===== src/rtl/rd_resp_router_if.sv =====
`default_nettype none
// ============================================================================
// Module      : rd_resp_router_if
// Description : Read-channel bundle between one AXI master port and NUM_SL
//               slave read ports, as seen by rd_resp_router.
// Revision    : 1.0  initial release
// ============================================================================
interface rd_resp_router_if #(
    parameter int NUM_SL = 2,
    parameter int DATA_W = 32,
    parameter int ID_W   = 8
);
    logic                     rd_ARVALID;
    logic [ID_W-1:0]          rd_ARID;
    logic [NUM_SL-1:0]        ar_sel;
    logic                     rd_ARREADY;
    logic [NUM_SL-1:0]        s_ARVALID;
    logic [NUM_SL-1:0]        s_ARREADY;
    logic [NUM_SL-1:0]        s_RVALID;
    logic [NUM_SL-1:0]        s_RLAST;
    logic [NUM_SL*ID_W-1:0]   s_RID;
    logic [NUM_SL*DATA_W-1:0] s_RDATA;
    logic [NUM_SL*2-1:0]      s_RRESP;
    logic [NUM_SL-1:0]        s_RREADY;
    logic                     rd_RVALID;
    logic                     rd_RLAST;
    logic [ID_W-1:0]          rd_RID;
    logic [DATA_W-1:0]        rd_RDATA;
    logic [1:0]               rd_RRESP;
    logic                     rd_RREADY;

    // Router-side view.
    modport slave (
        input  rd_ARVALID, rd_ARID, ar_sel, s_ARREADY,
        input  s_RVALID, s_RLAST, s_RID, s_RDATA, s_RRESP, rd_RREADY,
        output rd_ARREADY, s_ARVALID, s_RREADY,
        output rd_RVALID, rd_RLAST, rd_RID, rd_RDATA, rd_RRESP
    );

    // Environment-side view (upstream master plus downstream slaves).
    modport master (
        output rd_ARVALID, rd_ARID, ar_sel, s_ARREADY,
        output s_RVALID, s_RLAST, s_RID, s_RDATA, s_RRESP, rd_RREADY,
        input  rd_ARREADY, s_ARVALID, s_RREADY,
        input  rd_RVALID, rd_RLAST, rd_RID, rd_RDATA, rd_RRESP
    );
endinterface
`default_nettype wire


===== src/rtl/rd_resp_router.sv =====
`default_nettype none
// ============================================================================
// Module      : rd_resp_router
// Description : In-order AXI read router, one master to NUM_SL slaves, with an
//               outstanding-read tracking FIFO, a 2-entry R skid buffer and
//               local single-beat DECERR for unmapped addresses.
// Revision    : 1.0  initial release
// ============================================================================
module rd_resp_router #(
    parameter int NUM_SL = 2,
    parameter int DATA_W = 32,
    parameter int ID_W   = 8,
    parameter int DEPTH  = 4
) (
    input  logic                         ACLK,
    input  logic                         ARESET,
    rd_resp_router_if.slave              bus,
    output logic [$clog2(DEPTH+1)-1:0]   outstanding
);
    localparam int c_IDX_W  = $clog2(NUM_SL);
    localparam int c_PTR_W  = $clog2(DEPTH);
    localparam int c_CNT_W  = $clog2(DEPTH+1);
    localparam int c_BEAT_W = ID_W + DATA_W + 3;

    logic                r_fifo_err [DEPTH];
    logic [c_IDX_W-1:0]  r_fifo_idx [DEPTH];
    logic [ID_W-1:0]     r_fifo_id  [DEPTH];
    logic [c_PTR_W-1:0]  r_wptr;
    logic [c_PTR_W-1:0]  r_rptr;
    logic [c_CNT_W-1:0]  r_count;

    logic                r_out_valid;
    logic [c_BEAT_W-1:0] r_out_beat;
    logic                r_skid_valid;
    logic [c_BEAT_W-1:0] r_skid_beat;

    logic [c_IDX_W-1:0]  w_sel;
    logic                w_onehot;
    logic                w_full;
    logic                w_empty;
    logic                w_buf_full;
    logic                w_push;
    logic                w_pop;
    logic                w_bypass;
    logic                w_h_err;
    logic [c_IDX_W-1:0]  w_h_idx;
    logic [ID_W-1:0]     w_h_id;
    logic                w_r_open;
    logic                w_s_valid;
    logic                w_s_last;
    logic [c_BEAT_W-1:0] w_s_beat;
    logic                w_accept;
    logic                w_inject;
    logic                w_in_valid;
    logic [c_BEAT_W-1:0] w_in_beat;
    logic                w_drain;
    logic [NUM_SL-1:0]   w_rready;

    always_comb begin
        w_sel = '0;
        for (int i = 0; i < NUM_SL; i++) begin
            if (bus.ar_sel[i]) w_sel = c_IDX_W'(i);
        end
    end

    assign w_onehot   = $onehot(bus.ar_sel);
    assign w_full     = (r_count == c_CNT_W'(DEPTH));
    assign w_empty    = (r_count == '0);
    assign w_buf_full = r_out_valid & r_skid_valid;

    assign bus.rd_ARREADY = ~ARESET & ~w_full & (w_onehot ? bus.s_ARREADY[w_sel] : 1'b1);
    assign bus.s_ARVALID  = {NUM_SL{~ARESET & bus.rd_ARVALID & w_onehot & ~w_full}} & bus.ar_sel;
    assign w_push         = bus.rd_ARVALID & bus.rd_ARREADY;

    // An unmapped read arriving at an empty FIFO answers on the push edge itself.
    assign w_bypass = w_push & ~w_onehot & w_empty & ~w_buf_full;

    assign w_h_err  = r_fifo_err[r_rptr];
    assign w_h_idx  = r_fifo_idx[r_rptr];
    assign w_h_id   = r_fifo_id[r_rptr];
    assign w_r_open = ~ARESET & ~w_empty & ~w_buf_full;

    always_comb begin
        w_s_valid = 1'b0;
        w_s_last  = 1'b0;
        w_s_beat  = '0;
        w_rready  = '0;
        for (int i = 0; i < NUM_SL; i++) begin
            if (c_IDX_W'(i) == w_h_idx) begin
                w_s_valid   = bus.s_RVALID[i];
                w_s_last    = bus.s_RLAST[i];
                w_s_beat    = {bus.s_RID[i*ID_W +: ID_W], bus.s_RDATA[i*DATA_W +: DATA_W],
                               bus.s_RRESP[i*2 +: 2], bus.s_RLAST[i]};
                w_rready[i] = w_r_open & ~w_h_err;
            end
        end
    end

    assign bus.s_RREADY = w_rready;
    assign w_accept     = w_r_open & ~w_h_err & w_s_valid;
    assign w_inject     = w_r_open & w_h_err;
    assign w_pop        = (w_accept & w_s_last) | w_inject | w_bypass;
    assign w_drain      = r_out_valid & bus.rd_RREADY;

    always_comb begin
        w_in_valid = 1'b0;
        w_in_beat  = '0;
        if (w_bypass) begin
            w_in_valid = 1'b1;
            w_in_beat  = {bus.rd_ARID, {DATA_W{1'b0}}, 2'b11, 1'b1};
        end else if (w_inject) begin
            w_in_valid = 1'b1;
            w_in_beat  = {w_h_id, {DATA_W{1'b0}}, 2'b11, 1'b1};
        end else if (w_accept) begin
            w_in_valid = 1'b1;
            w_in_beat  = w_s_beat;
        end
    end

    always_ff @(posedge ACLK) begin
        if (w_push) begin
            r_fifo_err[r_wptr] <= ~w_onehot;
            r_fifo_idx[r_wptr] <= w_sel;
            r_fifo_id[r_wptr]  <= bus.rd_ARID;
        end
    end

    always_ff @(posedge ACLK or posedge ARESET) begin
        if (ARESET) begin
            r_wptr  <= '0;
            r_rptr  <= '0;
            r_count <= '0;
        end else begin
            if (w_push) r_wptr <= r_wptr + c_PTR_W'(1);
            if (w_pop)  r_rptr <= r_rptr + c_PTR_W'(1);
            if (w_push && !w_pop)
                r_count <= r_count + c_CNT_W'(1);
            else if (w_pop && !w_push)
                r_count <= r_count - c_CNT_W'(1);
        end
    end

    // Skid buffer: r_out_* is the head presented to the master, r_skid_* the second slot.
    always_ff @(posedge ACLK or posedge ARESET) begin
        if (ARESET) begin
            r_out_valid  <= 1'b0;
            r_out_beat   <= '0;
            r_skid_valid <= 1'b0;
            r_skid_beat  <= '0;
        end else if (w_drain) begin
            if (r_skid_valid) begin
                r_out_beat   <= r_skid_beat;
                r_skid_valid <= w_in_valid;
                if (w_in_valid) r_skid_beat <= w_in_beat;
            end else begin
                r_out_valid <= w_in_valid;
                if (w_in_valid) r_out_beat <= w_in_beat;
            end
        end else if (w_in_valid) begin
            if (r_out_valid) begin
                r_skid_valid <= 1'b1;
                r_skid_beat  <= w_in_beat;
            end else begin
                r_out_valid <= 1'b1;
                r_out_beat  <= w_in_beat;
            end
        end
    end

    assign bus.rd_RVALID = r_out_valid;
    assign bus.rd_RID    = r_out_beat[c_BEAT_W-1 -: ID_W];
    assign bus.rd_RDATA  = r_out_beat[DATA_W+2 -: DATA_W];
    assign bus.rd_RRESP  = r_out_beat[2:1];
    assign bus.rd_RLAST  = r_out_beat[0];
    assign outstanding   = r_count;
endmodule
`default_nettype wire


===== src/flat_wrapper.sv =====
// flat-port wrapper written by rule: the top's interface ports become plain ports
module rd_resp_router_flat 
#(
    parameter int NUM_SL = 2,
    parameter int DATA_W = 32,
    parameter int ID_W   = 8,
    parameter int DEPTH  = 4
)
  (ACLK, ARESET, outstanding, bus_rd_ARVALID, bus_rd_ARID, bus_ar_sel, bus_s_ARREADY, bus_s_RVALID, bus_s_RLAST, bus_s_RID, bus_s_RDATA, bus_s_RRESP, bus_rd_RREADY, bus_rd_ARREADY, bus_s_ARVALID, bus_s_RREADY, bus_rd_RVALID, bus_rd_RLAST, bus_rd_RID, bus_rd_RDATA, bus_rd_RRESP);
  rd_resp_router_if #(.NUM_SL(NUM_SL), .DATA_W(DATA_W), .ID_W(ID_W)) bus_i ();
  input  logic ACLK;
  input  logic ARESET;
  output logic [$clog2(DEPTH+1)-1:0] outstanding;
  input wire logic [$bits(bus_i.rd_ARVALID)-1:0] bus_rd_ARVALID;
  input wire logic [$bits(bus_i.rd_ARID)-1:0] bus_rd_ARID;
  input wire logic [$bits(bus_i.ar_sel)-1:0] bus_ar_sel;
  input wire logic [$bits(bus_i.s_ARREADY)-1:0] bus_s_ARREADY;
  input wire logic [$bits(bus_i.s_RVALID)-1:0] bus_s_RVALID;
  input wire logic [$bits(bus_i.s_RLAST)-1:0] bus_s_RLAST;
  input wire logic [$bits(bus_i.s_RID)-1:0] bus_s_RID;
  input wire logic [$bits(bus_i.s_RDATA)-1:0] bus_s_RDATA;
  input wire logic [$bits(bus_i.s_RRESP)-1:0] bus_s_RRESP;
  input wire logic [$bits(bus_i.rd_RREADY)-1:0] bus_rd_RREADY;
  output wire logic [$bits(bus_i.rd_ARREADY)-1:0] bus_rd_ARREADY;
  output wire logic [$bits(bus_i.s_ARVALID)-1:0] bus_s_ARVALID;
  output wire logic [$bits(bus_i.s_RREADY)-1:0] bus_s_RREADY;
  output wire logic [$bits(bus_i.rd_RVALID)-1:0] bus_rd_RVALID;
  output wire logic [$bits(bus_i.rd_RLAST)-1:0] bus_rd_RLAST;
  output wire logic [$bits(bus_i.rd_RID)-1:0] bus_rd_RID;
  output wire logic [$bits(bus_i.rd_RDATA)-1:0] bus_rd_RDATA;
  output wire logic [$bits(bus_i.rd_RRESP)-1:0] bus_rd_RRESP;
  assign bus_i.rd_ARVALID = bus_rd_ARVALID;
  assign bus_i.rd_ARID = bus_rd_ARID;
  assign bus_i.ar_sel = bus_ar_sel;
  assign bus_i.s_ARREADY = bus_s_ARREADY;
  assign bus_i.s_RVALID = bus_s_RVALID;
  assign bus_i.s_RLAST = bus_s_RLAST;
  assign bus_i.s_RID = bus_s_RID;
  assign bus_i.s_RDATA = bus_s_RDATA;
  assign bus_i.s_RRESP = bus_s_RRESP;
  assign bus_i.rd_RREADY = bus_rd_RREADY;
  assign bus_rd_ARREADY = bus_i.rd_ARREADY;
  assign bus_s_ARVALID = bus_i.s_ARVALID;
  assign bus_s_RREADY = bus_i.s_RREADY;
  assign bus_rd_RVALID = bus_i.rd_RVALID;
  assign bus_rd_RLAST = bus_i.rd_RLAST;
  assign bus_rd_RID = bus_i.rd_RID;
  assign bus_rd_RDATA = bus_i.rd_RDATA;
  assign bus_rd_RRESP = bus_i.rd_RRESP;
  rd_resp_router #(.NUM_SL(NUM_SL), .DATA_W(DATA_W), .ID_W(ID_W), .DEPTH(DEPTH)) u_core (.ACLK(ACLK), .ARESET(ARESET), .bus(bus_i), .outstanding(outstanding));
endmodule

===== config.mk =====
export PLATFORM = sky130hd
export DESIGN_NAME = rd_resp_router_flat
export DESIGN_NICKNAME = d
export VERILOG_FILES = /design/src/rtl/rd_resp_router_if.sv /design/src/rtl/rd_resp_router.sv /design/src/flat_wrapper.sv
export SDC_FILE = /design/constraint.sdc
export NUM_CORES = 1
export LEC_CHECK = 0
export ABC_AREA = 1
export CAP_MARGIN = 40
export CORE_UTILIZATION = 35
export DETAILED_ROUTE_END_ITERATION = 10
export GPL_TIMING_DRIVEN = 0
export HOLD_SLACK_MARGIN = 0.06
export PLACE_DENSITY_LB_ADDON = 0.08
export SYNTH_ARGS = -nofsm -noshare
export SYNTH_HDL_FRONTEND = slang
export SYNTH_SLANG_ARGS = --single-unit

===== constraint.sdc =====
create_clock -name ACLK -period 5.3 [get_ports ACLK]
set_clock_uncertainty 0.05 [all_clocks]
set_input_delay 1.06 -clock ACLK [delete_from_list [all_inputs] [get_ports ACLK]]
set_output_delay 1.06 -clock ACLK [all_outputs]
set_load 0.01 [all_outputs]

; Yosys cells after proc, flatten, opt, wreduce, memory -nomap -nowiden
; Memories as Yosys holds them, arrays and structs flattened.
; Cells that the tools add are included.
[word_totals]
regBits = 95
in_bits = 104
n_memories = 3
elab_cells = 96
romBits = 0
latch_bits = 0
out_inout_bits = 52
ramBits = 40
[classes]
order_cmp = 1
n_shift = 0
mux = 35
multipliers = 0
bitwise_logic = 26
n_reduce_logical = 13
n_eq_ne = 6
div = 0
add_sub_neg = 5
[memory_table]
columns = memory, words, word_bits, rd, rd_clocked_by_memory_dff, write_ports, line_no
row1 = u_core.r_fifo_id, 4, 8, 1, 0, 1, rd_resp_router.sv:27  ; logic [ID_W-1:0] r_fifo_id [DEPTH];
row2 = u_core.r_fifo_err, 4, 1, 1, 0, 1, rd_resp_router.sv:25  ; logic r_fifo_err [DEPTH];
row3 = u_core.r_fifo_idx, 4, 1, 1, 0, 1, rd_resp_router.sv:26  ; logic [c_IDX_W-1:0] r_fifo_idx [DEPTH];
[ops]
columns = cell, n
row1 = $mux 43, 13
row2 = $mux 1, 20
row3 = $and 1x1->1, 17
row4 = $reduce_bool 2->1, 4
row5 = $mux 3, 2
row6 = $ne 2x2->1 const B, 3
row7 = $not 1->1, 6
row8 = $add 2x1->2 const B, 2
row9 = $reduce_and 2->1, 2
row10 = $reduce_and 4->1, 1
row11 = $add 3x1->3 const B, 1
row12 = $eq 3x3->1 const B, 1
row13 = $logic_not 3->1, 1
row14 = $reduce_and 3->1, 1
row15 = $sub 3x1->3 const B, 1
row16 = $add 1x1->2, 1
row17 = $and 2x2->2, 1
row18 = $eq 2x1->1 const B, 1
row19 = $logic_and 1x1->1, 2
row20 = $logic_not 1->1, 2
row21 = $lt 1x2->1 const B, 1
row22 = $ne 2x1->1 const B, 1
row23 = $or 1x1->1, 2

; Logic depth before layout (Yosys ltp)
; Gate-level depths: netlist (run 1).
[depth]
depth_word = 13
depth_mapped = 16

; Least setup slack after synthesis (run 1)
; No wires, ideal clock.
[synth_path]
path_type = in2out
from = input ARESET
to = output bus_s_RREADY[0]
cell_stages = 5
setup_slack_ns = 0.131
t_required_ns = 4.190
arrival_time_ns = 4.059
cell_sequence = inv_1 nand3_1 nor2_1 inv_1 a21oi_1
[synth_between]
elab_chain_len = 5
[synth_lines]
columns = item, line_no
row1 = start: declaration, flat_wrapper.sv:12  ; input logic ARESET;
row2 = $not 1->1, rd_resp_router.sv:81  ; assign w_r_open = ~ARESET & ~w_empty & ~w_buf_full;
row3 = $and 1x1->1 (2 in a row), rd_resp_router.sv:81
row4 = $and 1x1->1, rd_resp_router.sv:94  ; w_rready[i] = w_r_open & ~w_h_err;
row5 = $mux 1, rd_resp_router.sv:89  ; if (c_IDX_W'(i) == w_h_idx) begin
row6 = end: declaration, flat_wrapper.sv:26  ; output wire logic [$bits(bus_i.s_RREADY)-1:0] bus_s_RREADY;
; Every way passes these cells.

; Worst setup path after layout (run 1)
; Same ends and word-level chain as after synthesis.

==> results.toml, run 1 <==
[clocking]
cts_max_level = 4
numCtsBuffers = 17
cts-resized-gates = 0
clkSlewWorstSetupHoldPaths_ns = 0.06
tritoncts = "done"
cts_sinks = 135
clock_latency_ns = 0.42
post-cts-setup-buffers = 0
clockBufferDepth = 2
cts_hold_buf = 0
root_buffer = "clkbuf_16"

[setup_path]
r2r-start = "u_core.r_rptr[1]"
required_ns = 4.19
cp_slowest_stage_delay_ns = 0.55
path_buf_inv = 5
path_depth = 8
rr_worst_depth = 13
crit_family = "buffers and inverters"
crit_fanout = 52
crit_chain = "clkdlybuf4s50_1 > inv_4 > buf_16 > nand3_1 > nor2_1 > inv_1 > a21oi_1 > clkdlybuf4s50_1"
cp-start-kind = "primary input"
end_kind = "primary output"
crit_arrival_ns = 3.65
worst-setup-path-type = "in -> out"
crit_path_frequent_cell = "clkdlybuf4s50_1"
cpMaxStageDelayCell = "clkdlybuf4s50_1"
worstReg2RegEnd = "u_core.outstanding[2]"
ff2ff_setup_slack_ns = 2.18

[drt]
drt_iter0_drc = 367
wl_per_cell_um = 15.7
route.antenna.remaining_nets = 0
vias = 6164
dr.pass1.iters = 5
totalWireLength_um = 19900
viasPerCell = 4.85
drc = 0

[synthesis]
yosysSeqAreaShare_pct = 53.5
synth_cell_types = 28
synth_cells = 845
synth_area_leaders = "dfrtp_1, nand2_1, edfxtp_1, nand3_1, nor2_1"
yosysTopAreaCellShare_pct = 35.5
synth-seq-cells = 135
synth_top_area_cell = "dfrtp_1"
yosys_warnings = 0
synth_nets = 955
synthesis.area_sq_mm = 0.00669
avgSynthCellArea_sq_um = 7.92

[finish]
final_cell_area_sq_mm = 0.00914
drive_gt1_share_pct = 7.14
multi_input_area_sq_mm = 0.00278
fin_cells = 1270
diodes = 0
n_fill_cell = 1844
syn2layout_area_growth_pct = 36.6
post-route-util_pct = 48.9
final_nets = 1133
seq_area_sq_mm = 0.00358

[place]
gp_congestion = 0.788
dpl.cell_count = 1238
hpwl_um = 14300
place_ws_ns = 0.418
portBuffers = 154
post_dp_cell_area_sq_mm = 0.00859

[die]
die_w_um = 140
core_sq_mm = 0.0187
dieArea_sq_mm = 0.0197
die_h_um = 140
io_pins = 156
start_util_pct = 35.8
rows = 50

[timing]
rsz0062_at_grt = "no"
slew_headroom_pct = 55.1
worst_slack_ns = 0.544
worstMarginPinSlew_ns = 0.673
fin_crit_sh_pct = 89.7
slew_viol_final = 0
period_needed_ns = 4.76
tns_ns = 0
holdWs_ns = 0.425
setup_viol = 0
hold_violations = 0
clock.fmax_ghz = 0.210

[worst_hold_path]
whs_endpoint = "u_core.r_out_beat[11]"
holdCritPathClass = "reg -> reg"
hold_depth = 2
hp-start = "u_core.r_out_beat[11]"

[power]
combPwrFrac_pct = 46.8
vdd_ir_drop_max_v = 0.000290
cellLeakagePower_nw = 4.37
p_total_mw = 5.18
sequentialPowerShare_pct = 31.8
clkPwrFrac_pct = 21.3
cellPowerDensity_mw_per_mm2 = 567
power_switching_mw = 2.16
p_int_mw = 3.02
switching_share_pct = 41.7

[grt]
grt_overflow_total = 0
grt_pass1_vias = 5904
track_usage_pct = 21.3
grt_max_degree = 53
grt_pass1_wl_um = 31900
antenna_found_initial = 0

[flow_run]
maxCapViolations = 0

[status]
status = "completed"
cells in the final DEF, fill, tap and decap left out, types with 4 or more instances in the layout:
cell type / instances
o21ai_1: 35
inv_1: 19
clkinvlp_4: 4
a21oi_1: 4
clkbuf_16: 17
nand4_1: 9
buf_4: 7
nand2_1: 388
o22ai_1: 8
clkinv_1: 4
o21ai_0: 20
nor2_1: 49
inv_2: 5
dfrtp_1: 95
clkdlybuf4s50_1: 154
ha_1: 5
clkbuf_1: 25
edfxtp_1: 40
buf_2: 18
nand3_2: 4
nand3_1: 100
power groups by stage:
| stage | combinational, mW | clock [mW] | sequential [mW] |
|---|---|---|---|
| floorplan | 1.40 | 0 | 1.71 |
| global placement | 2.43 | 0 | 1.66 |
| detailed placement | 2.44 | 0 | 1.67 |
| CTS | 2.46 | 1.12 | 1.65 |
| global route | 2.72 | 1.17 | 1.69 |
| finish | 2.43 | 1.11 | 1.65 |
layer usage:
metal,global-route usage [%],up-vias,part of all wire (%)
met4,5.96,0,1.0
met1,30.7,2872,50
met3,4.24,18,5.2
met2,32.3,168,44
met5,0,-,0
li1,-,3106,-
flip-flops by register name (all words and copies together), names as in the netlist:
name                  cells
u_core.r_rptr             2
u_core.bus.rd_RVALID      1
u_core.r_skid_beat       43
u_core.r_fifo_err         4
u_core.r_wptr             2
u_core.r_fifo_id         32
u_core.outstanding        3
u_core.r_out_beat        43
u_core.r_skid_valid       1
u_core.r_fifo_idx         4
area by class of cell:
class	count	share of cell area, %
multi-input combinational	636	30.4
timing repair buffer	159	17.5
clock inverter	13	1.16
inverter	26	1.12
sequential	135	39.2
tap	234	3.20
clock buffer	19	4.85
buffer	48	2.55
worst register-to-register path, cell delays in order, from the launching register on:
cell     delay [ns]
dfrtp_1        0.45
inv_2          0.09
nand3_2        0.30
nand2_2        0.40
nand2_1        0.11
nand3_2        0.16
nand2_2        0.12
nand2_1        0.28
ha_1           0.20
inv_1          0.07
fa_1           0.38
a21oi_1        0.14
o21ai_0        0.11
xor2_1         0.16
logic make-up after synthesis:
| group | after synthesis | share of synthesized area [%] |
|---|---|---|
| flip-flops | 135 | 53.5 |
| buffers and inverters | 74 | 4.97 |
| adder cells (fa/ha/maj) | 6 | 1.23 |
| AO/OA/AOI/OAI | 68 | 5.40 |
| AND/OR/NAND/NOR | 557 | 34.3 |
| XOR/XNOR | 5 | 0.655 |
worst max path at each step:
stage / from / to / slack, ns
2_1_floorplan: ARESET / bus_s_RREADY[0] / 0.13
3_5_place_dp: ARESET / bus_s_RREADY[0] / 0.42
4_1_cts: ARESET / bus_s_RREADY[0] / 0.43
6_report: ARESET / bus_s_RREADY[0] / 0.54
3_3_place_gp: ARESET / bus_s_RREADY[0] / -2.13
5_1_grt: ARESET / bus_s_RREADY[0] / 0.23
cells in the mapped netlist (all sizes together):
cell type / number
inv: 26
ha: 5
nand4: 9
a21oi: 5
nand2: 392
o21ai: 55
xor2: 3
edfxtp: 40
clkbuf: 24
fa: 1
xnor2: 2
nand3: 104
o22ai: 8
buf: 24
dfrtp: 95
nor2: 51
nand3b: 1
Note: power is estimated with default switching activity, not from simulation.
==> run 2, diff against run 1 <==
==> constraint.sdc (replaced) <==
create_clock -name ACLK -period 5.3 [get_ports ACLK]
set_clock_uncertainty 0.05 [all_clocks]
set_input_delay 1.325 -clock ACLK [delete_from_list [all_inputs] [get_ports ACLK]]
set_output_delay 1.325 -clock ACLK [all_outputs]
set_load 0.01 [all_outputs]
==> run 2 against run 1 <==
Effect of this change:
- core utilization up 0.45 points
- setup slack got worse by 0.26 ns
- worst hold slack improved by 0.0018 ns
- critical path type unchanged
==> results.toml, run 2 (synthesis results as in run 1) <==
[setup_path]
ff2ff_setup_slack_ns = 2.10
end_kind = "primary output"
crit_arrival_ns = 3.64
cp-start-kind = "primary input"
cpMaxStageDelayCell = "clkdlybuf4s50_1"
cp_slowest_stage_delay_ns = 0.55
crit_fanout = 33
required_ns = 3.92
crit_family = "buffers and inverters"
crit_chain = "clkdlybuf4s50_1 > clkinvlp_4 > buf_12 > buf_12 > nand3_1 > nor2_1 > inv_1 > a21oi_1 > clkdlybuf4s50_1"
worst-setup-path-type = "in -> out"
path_buf_inv = 6

[timing]
holdWs_ns = 0.427
slew_headroom_pct = 63.0
hold_violations = 0
slew_viol_final = 0
fin_crit_sh_pct = 94.5
clock.fmax_ghz = 0.200
worstMarginPinSlew_ns = 0.553
rsz0062_at_grt = "no"
period_needed_ns = 5.01
setup_viol = 0

[drt]
dr.pass1.iters = 4
vias = 6078
viasPerCell = 4.78
drc = 0
route.antenna.remaining_nets = 0
drt_iter0_drc = 381
totalWireLength_um = 19800
wl_per_cell_um = 15.6

[finish]
diodes = 0
multi_input_area_sq_mm = 0.00278
final_common_cell = "nand2_1"
reg_top3 = "u_core.r_out_beat: 43 flops, u_core.r_skid_beat: 43 flops, u_core.r_fifo_id: 32 flops"
fin_cells = 1272
drive_gt1_share_pct = 7.61
syn2layout_area_growth_pct = 37.8
post-route-util_pct = 49.3
final_nets = 1135
n_fill_cell = 1819
layout_common_cells = "nand2_1, clkdlybuf4s50_1, nand3_1"
seq_area_sq_mm = 0.00358
final_cell_area_sq_mm = 0.00922

[clocking]
tritoncts = "done"
cts_sinks = 135
cts_max_level = 4
numCtsBuffers = 17
cts-resized-gates = 0
clkSlewWorstSetupHoldPaths_ns = 0.05
clockBufferDepth = 2
clock_latency_ns = 0.42
post-cts-setup-buffers = 0
cts_hold_buf = 0
root_buffer = "clkbuf_16"

[grt]
grt_max_degree = 35
grt_pass1_wl_um = 31300
grt_overflow_total = 0
grt_pass1_vias = 5913
track_usage_pct = 20.9
antenna_found_initial = 0

[power]
combPwrFrac_pct = 45.8
cellLeakagePower_nw = 4.42
clkPwrFrac_pct = 22.9
p_int_mw = 3.11
cellPowerDensity_mw_per_mm2 = 571
power_switching_mw = 2.15
sequentialPowerShare_pct = 31.3
p_total_mw = 5.27
vdd_ir_drop_max_v = 0.000275
switching_share_pct = 40.9

[place]
post_dp_cell_area_sq_mm = 0.00862
dpl.cell_count = 1240
portBuffers = 154
gp_congestion = 0.765
hpwl_um = 14500

[die]
core_sq_mm = 0.0187
rows = 50
io_pins = 156
start_util_pct = 35.8
die_h_um = 140
die_w_um = 140
dieArea_sq_mm = 0.0197

[flow_run]
maxCapViolations = 0

[worst_hold_path]
holdCritPathClass = "reg -> reg"

[status]
status = "completed"
run 2: cell count changes in the layout (fill, tap and decap cells not counted):
cell,previous run,this run
buf_12,0,3
buf_16,1,0
buf_4,7,8
buf_6,3,2
bufinv_16,1,3
clkbuf_8,1,0
clkinv_1,4,1
clkinv_4,2,5
clkinvlp_4,4,3
inv_4,2,1
inv_6,1,2
run 2: final timing paths:
check | start | end | depth (start not counted)
max | ARESET | bus_s_RREADY[0] | 9
min | u_core.r_out_beat[22] | u_core.r_out_beat[22] | 2
max reg2reg | u_core.r_rptr[1] | u_core.outstanding[2] | 13
min reg2reg | u_core.r_out_beat[22] | u_core.r_out_beat[22] | 2
max in group asynchronous | ARESET | u_core.r_skid_beat[31] | 4
min in group asynchronous | ARESET | u_core.r_out_beat[18] | 2
run 2: cell type report:
class	instances	share of cell area (%)
Buffer	48	2.52
Clock buffer	18	4.65
Clock inverter	14	1.90
Inverter	26	1.13
Multi-Input combinational cell	636	30.1
Sequential cell	135	38.8
Tap cell	234	3.17
Timing Repair Buffer	161	17.7
run 2: power groups by stage:
stage	registers (mW)	logic, mW	clock network [mW]
after CTS	1.65	2.44	1.23
final	1.65	2.41	1.21
after floorplan	1.71	1.40	0
after detailed placement	1.66	2.43	0
after global routing	1.70	2.70	1.27
after global placement	1.66	2.41	0
run 2: metal layers:
metal  routed length (um)  global-route usage (%)  up-vias
li1                     -                       -     3098
met1                 9490                    28.6     2827
met4                  259                    6.88        0
met3                  753                    3.52       17
met2                 9290                    33.6      136
met5                    0                       0        -
run 2: tightest hold or removal path, stage by stage, from the launching register on:
cell,delay [ns]
dfrtp_1,0.34
nand2_1,0.06
nand2_1,0.05
run 2: per-stage QoR:
stage | setup TNS (ns) | setup WS (ns)
finish | 0 | 0.289
global route | 0 | 0.0739
CTS | 0 | 0.236
detailed placement | 0 | 0.243
global placement | -77.28 | -1.51
floorplan | 0 | 0.440
==> run 3, diff against run 2 <==
--- a/config.mk
+++ b/config.mk
@@ -10,8 +10,9 @@
 export CORE_UTILIZATION = 35
 export DETAILED_ROUTE_END_ITERATION = 10
 export GPL_TIMING_DRIVEN = 0
-export HOLD_SLACK_MARGIN = 0.06
+export HOLD_SLACK_MARGIN = 0.1
 export PLACE_DENSITY_LB_ADDON = 0.08
+export RECOVER_POWER = 25
 export SYNTH_ARGS = -nofsm -noshare
 export SYNTH_HDL_FRONTEND = slang
 export SYNTH_SLANG_ARGS = --single-unit
==> run 3 against run 2 <==
Effect of this change:
- first-iteration DRC count unchanged
- register-to-register slack is essentially flat
- global-route usage is the same
- clock-buffer cell count unchanged
- critical path depth is the same
- flip-flop and latch count unchanged
- worst hold slack stayed put
- die area unchanged
- fmax is the same
- sequential share of layout area unchanged
- critical path type unchanged
- critical endpoint unchanged
- highest routed layer unchanged
==> results.toml, run 3 (synthesis results as in run 1) <==
[setup_path]
ff2ff_setup_slack_ns = 2.10
worstReg2RegEnd = "u_core.outstanding[2]"
crit_chain = "clkdlybuf4s50_1 > clkinvlp_4 > buf_12 > buf_12 > nand3_1 > nor2_1 > inv_1 > a21oi_1 > clkdlybuf4s50_1"
worst-setup-path-type = "in -> out"
cpMaxStageDelayCell = "clkdlybuf4s50_1"
crit_fanout = 33
r2r-start = "u_core.r_rptr[1]"
crit_family = "buffers and inverters"
rr_worst_depth = 13
required_ns = 3.92
cp_slowest_stage_delay_ns = 0.55
cp-start-kind = "primary input"
path_buf_inv = 6
crit_arrival_ns = 3.64
end_kind = "primary output"

[drt]
viasPerCell = 4.78
vias = 6078
route.antenna.remaining_nets = 0
drc = 0
dr.pass1.iters = 4
totalWireLength_um = 19800
wl_per_cell_um = 15.6
drt_iter0_drc = 381

[grt]
grt_pass1_wl_um = 31300
antenna_found_initial = 0
track_usage_pct = 20.9
grt_max_degree = 35
grt_pass1_vias = 5913
grt_overflow_total = 0

[finish]
post-route-util_pct = 49.3
drive_gt1_share_pct = 7.61
syn2layout_area_growth_pct = 37.8
final_common_cell = "nand2_1"
diodes = 0
n_fill_cell = 1819
reg_top3 = "u_core.r_out_beat: 43 flops, u_core.r_skid_beat: 43 flops, u_core.r_fifo_id: 32 flops"
final_nets = 1135
layout_common_cells = "nand2_1, clkdlybuf4s50_1, nand3_1"

[status]
status = "completed"

[place]
hpwl_um = 14500
gp_congestion = 0.765
portBuffers = 154
place_ws_ns = 0.243

[die]
core_sq_mm = 0.0187
dieArea_sq_mm = 0.0197
start_util_pct = 35.8
die_w_um = 140
io_pins = 156
rows = 50
die_h_um = 140

[clocking]
cts-resized-gates = 0
root_buffer = "clkbuf_16"
numCtsBuffers = 17
cts_max_level = 4
tritoncts = "done"
clkSlewWorstSetupHoldPaths_ns = 0.05
cts_sinks = 135
clock_latency_ns = 0.42
clockBufferDepth = 2
cts_hold_buf = 0
post-cts-setup-buffers = 0

[timing]
fin_crit_sh_pct = 94.5
hold_violations = 0
slew_viol_final = 0
worstMarginPinSlew_ns = 0.553
worst_slack_ns = 0.289
slew_headroom_pct = 63.0
period_needed_ns = 5.01
clock.fmax_ghz = 0.200
rsz0062_at_grt = "no"
setup_viol = 0

[power]
vdd_ir_drop_max_v = 0.000275
cellPowerDensity_mw_per_mm2 = 571
cellLeakagePower_nw = 4.42

[worst_hold_path]
hold_depth = 2
holdCritPathClass = "reg -> reg"
whs_endpoint = "u_core.r_out_beat[22]"
hp-start = "u_core.r_out_beat[22]"

[flow_run]
maxCapViolations = 0
run 3: area by class of cell:
| type | instances | area, sq um | share of cell area [%] |
|---|---|---|---|
| Sequential cell | 135 | 3580 | 38.8 |
| Multi-Input combinational cell | 636 | 2780 | 30.1 |
| Timing Repair Buffer | 161 | 1630 | 17.7 |
| Clock buffer | 18 | 429 | 4.65 |
| Tap cell | 234 | 293 | 3.17 |
| Buffer | 48 | 233 | 2.52 |
| Clock inverter | 14 | 175 | 1.90 |
| Inverter | 26 | 104 | 1.13 |
run 3: where the power goes:
part           internal, mW  leakage [nW]  switching (mW)
Combinational         0.928          2.49            1.48
Sequential             1.44          1.64           0.209
Clock                 0.743         0.288           0.463
Total                  3.11          4.42            2.15
run 3: layer usage:
metal | track usage [%] | vias to the layer above | part of all wire [%]
li1 | - | 3098 | -
met1 | 28.6 | 2827 | 48
met2 | 33.6 | 136 | 47
met3 | 3.52 | 17 | 3.8
met4 | 6.88 | 0 | 1.3
met5 | 0 | - | 0
run 3: tightest hold or removal path, stage by stage (launching register included):
cell,delay (ns)
dfrtp_1,0.34
nand2_1,0.06
nand2_1,0.05
run 3: worst max path at each step:
stage / from / end / slack, ns / depth (start not counted)
final: ARESET / bus_s_RREADY[0] / 0.29 / 9
after CTS: ARESET / bus_s_RREADY[0] / 0.24 / 9
after detailed placement: ARESET / bus_s_RREADY[0] / 0.24 / 9
after floorplan: ARESET / u_core.outstanding[2] / 0.44 / 12
after global routing: ARESET / bus_s_RREADY[0] / 0.07 / 9
after global placement: ARESET / bus_s_RREADY[0] / -1.51 / 7
run 3: through the flow:
stage / hold slack (ns) / instances / power [mW] / area [sq um] / TNS, ns
finish: 0.427 / 1272 / 5.27 / 9220 / 0
global route: 0.446 / 1272 / 5.66 / 9220 / 0
CTS: 0.430 / 1272 / 5.32 / 9220 / 0
detailed placement: 0.415 / 1240 / 4.09 / 8620 / 0
global placement: 0.413 / 1233 / 4.08 / 8530 / -77.28
floorplan: 0.400 / 845 / 3.10 / 6700 / 0
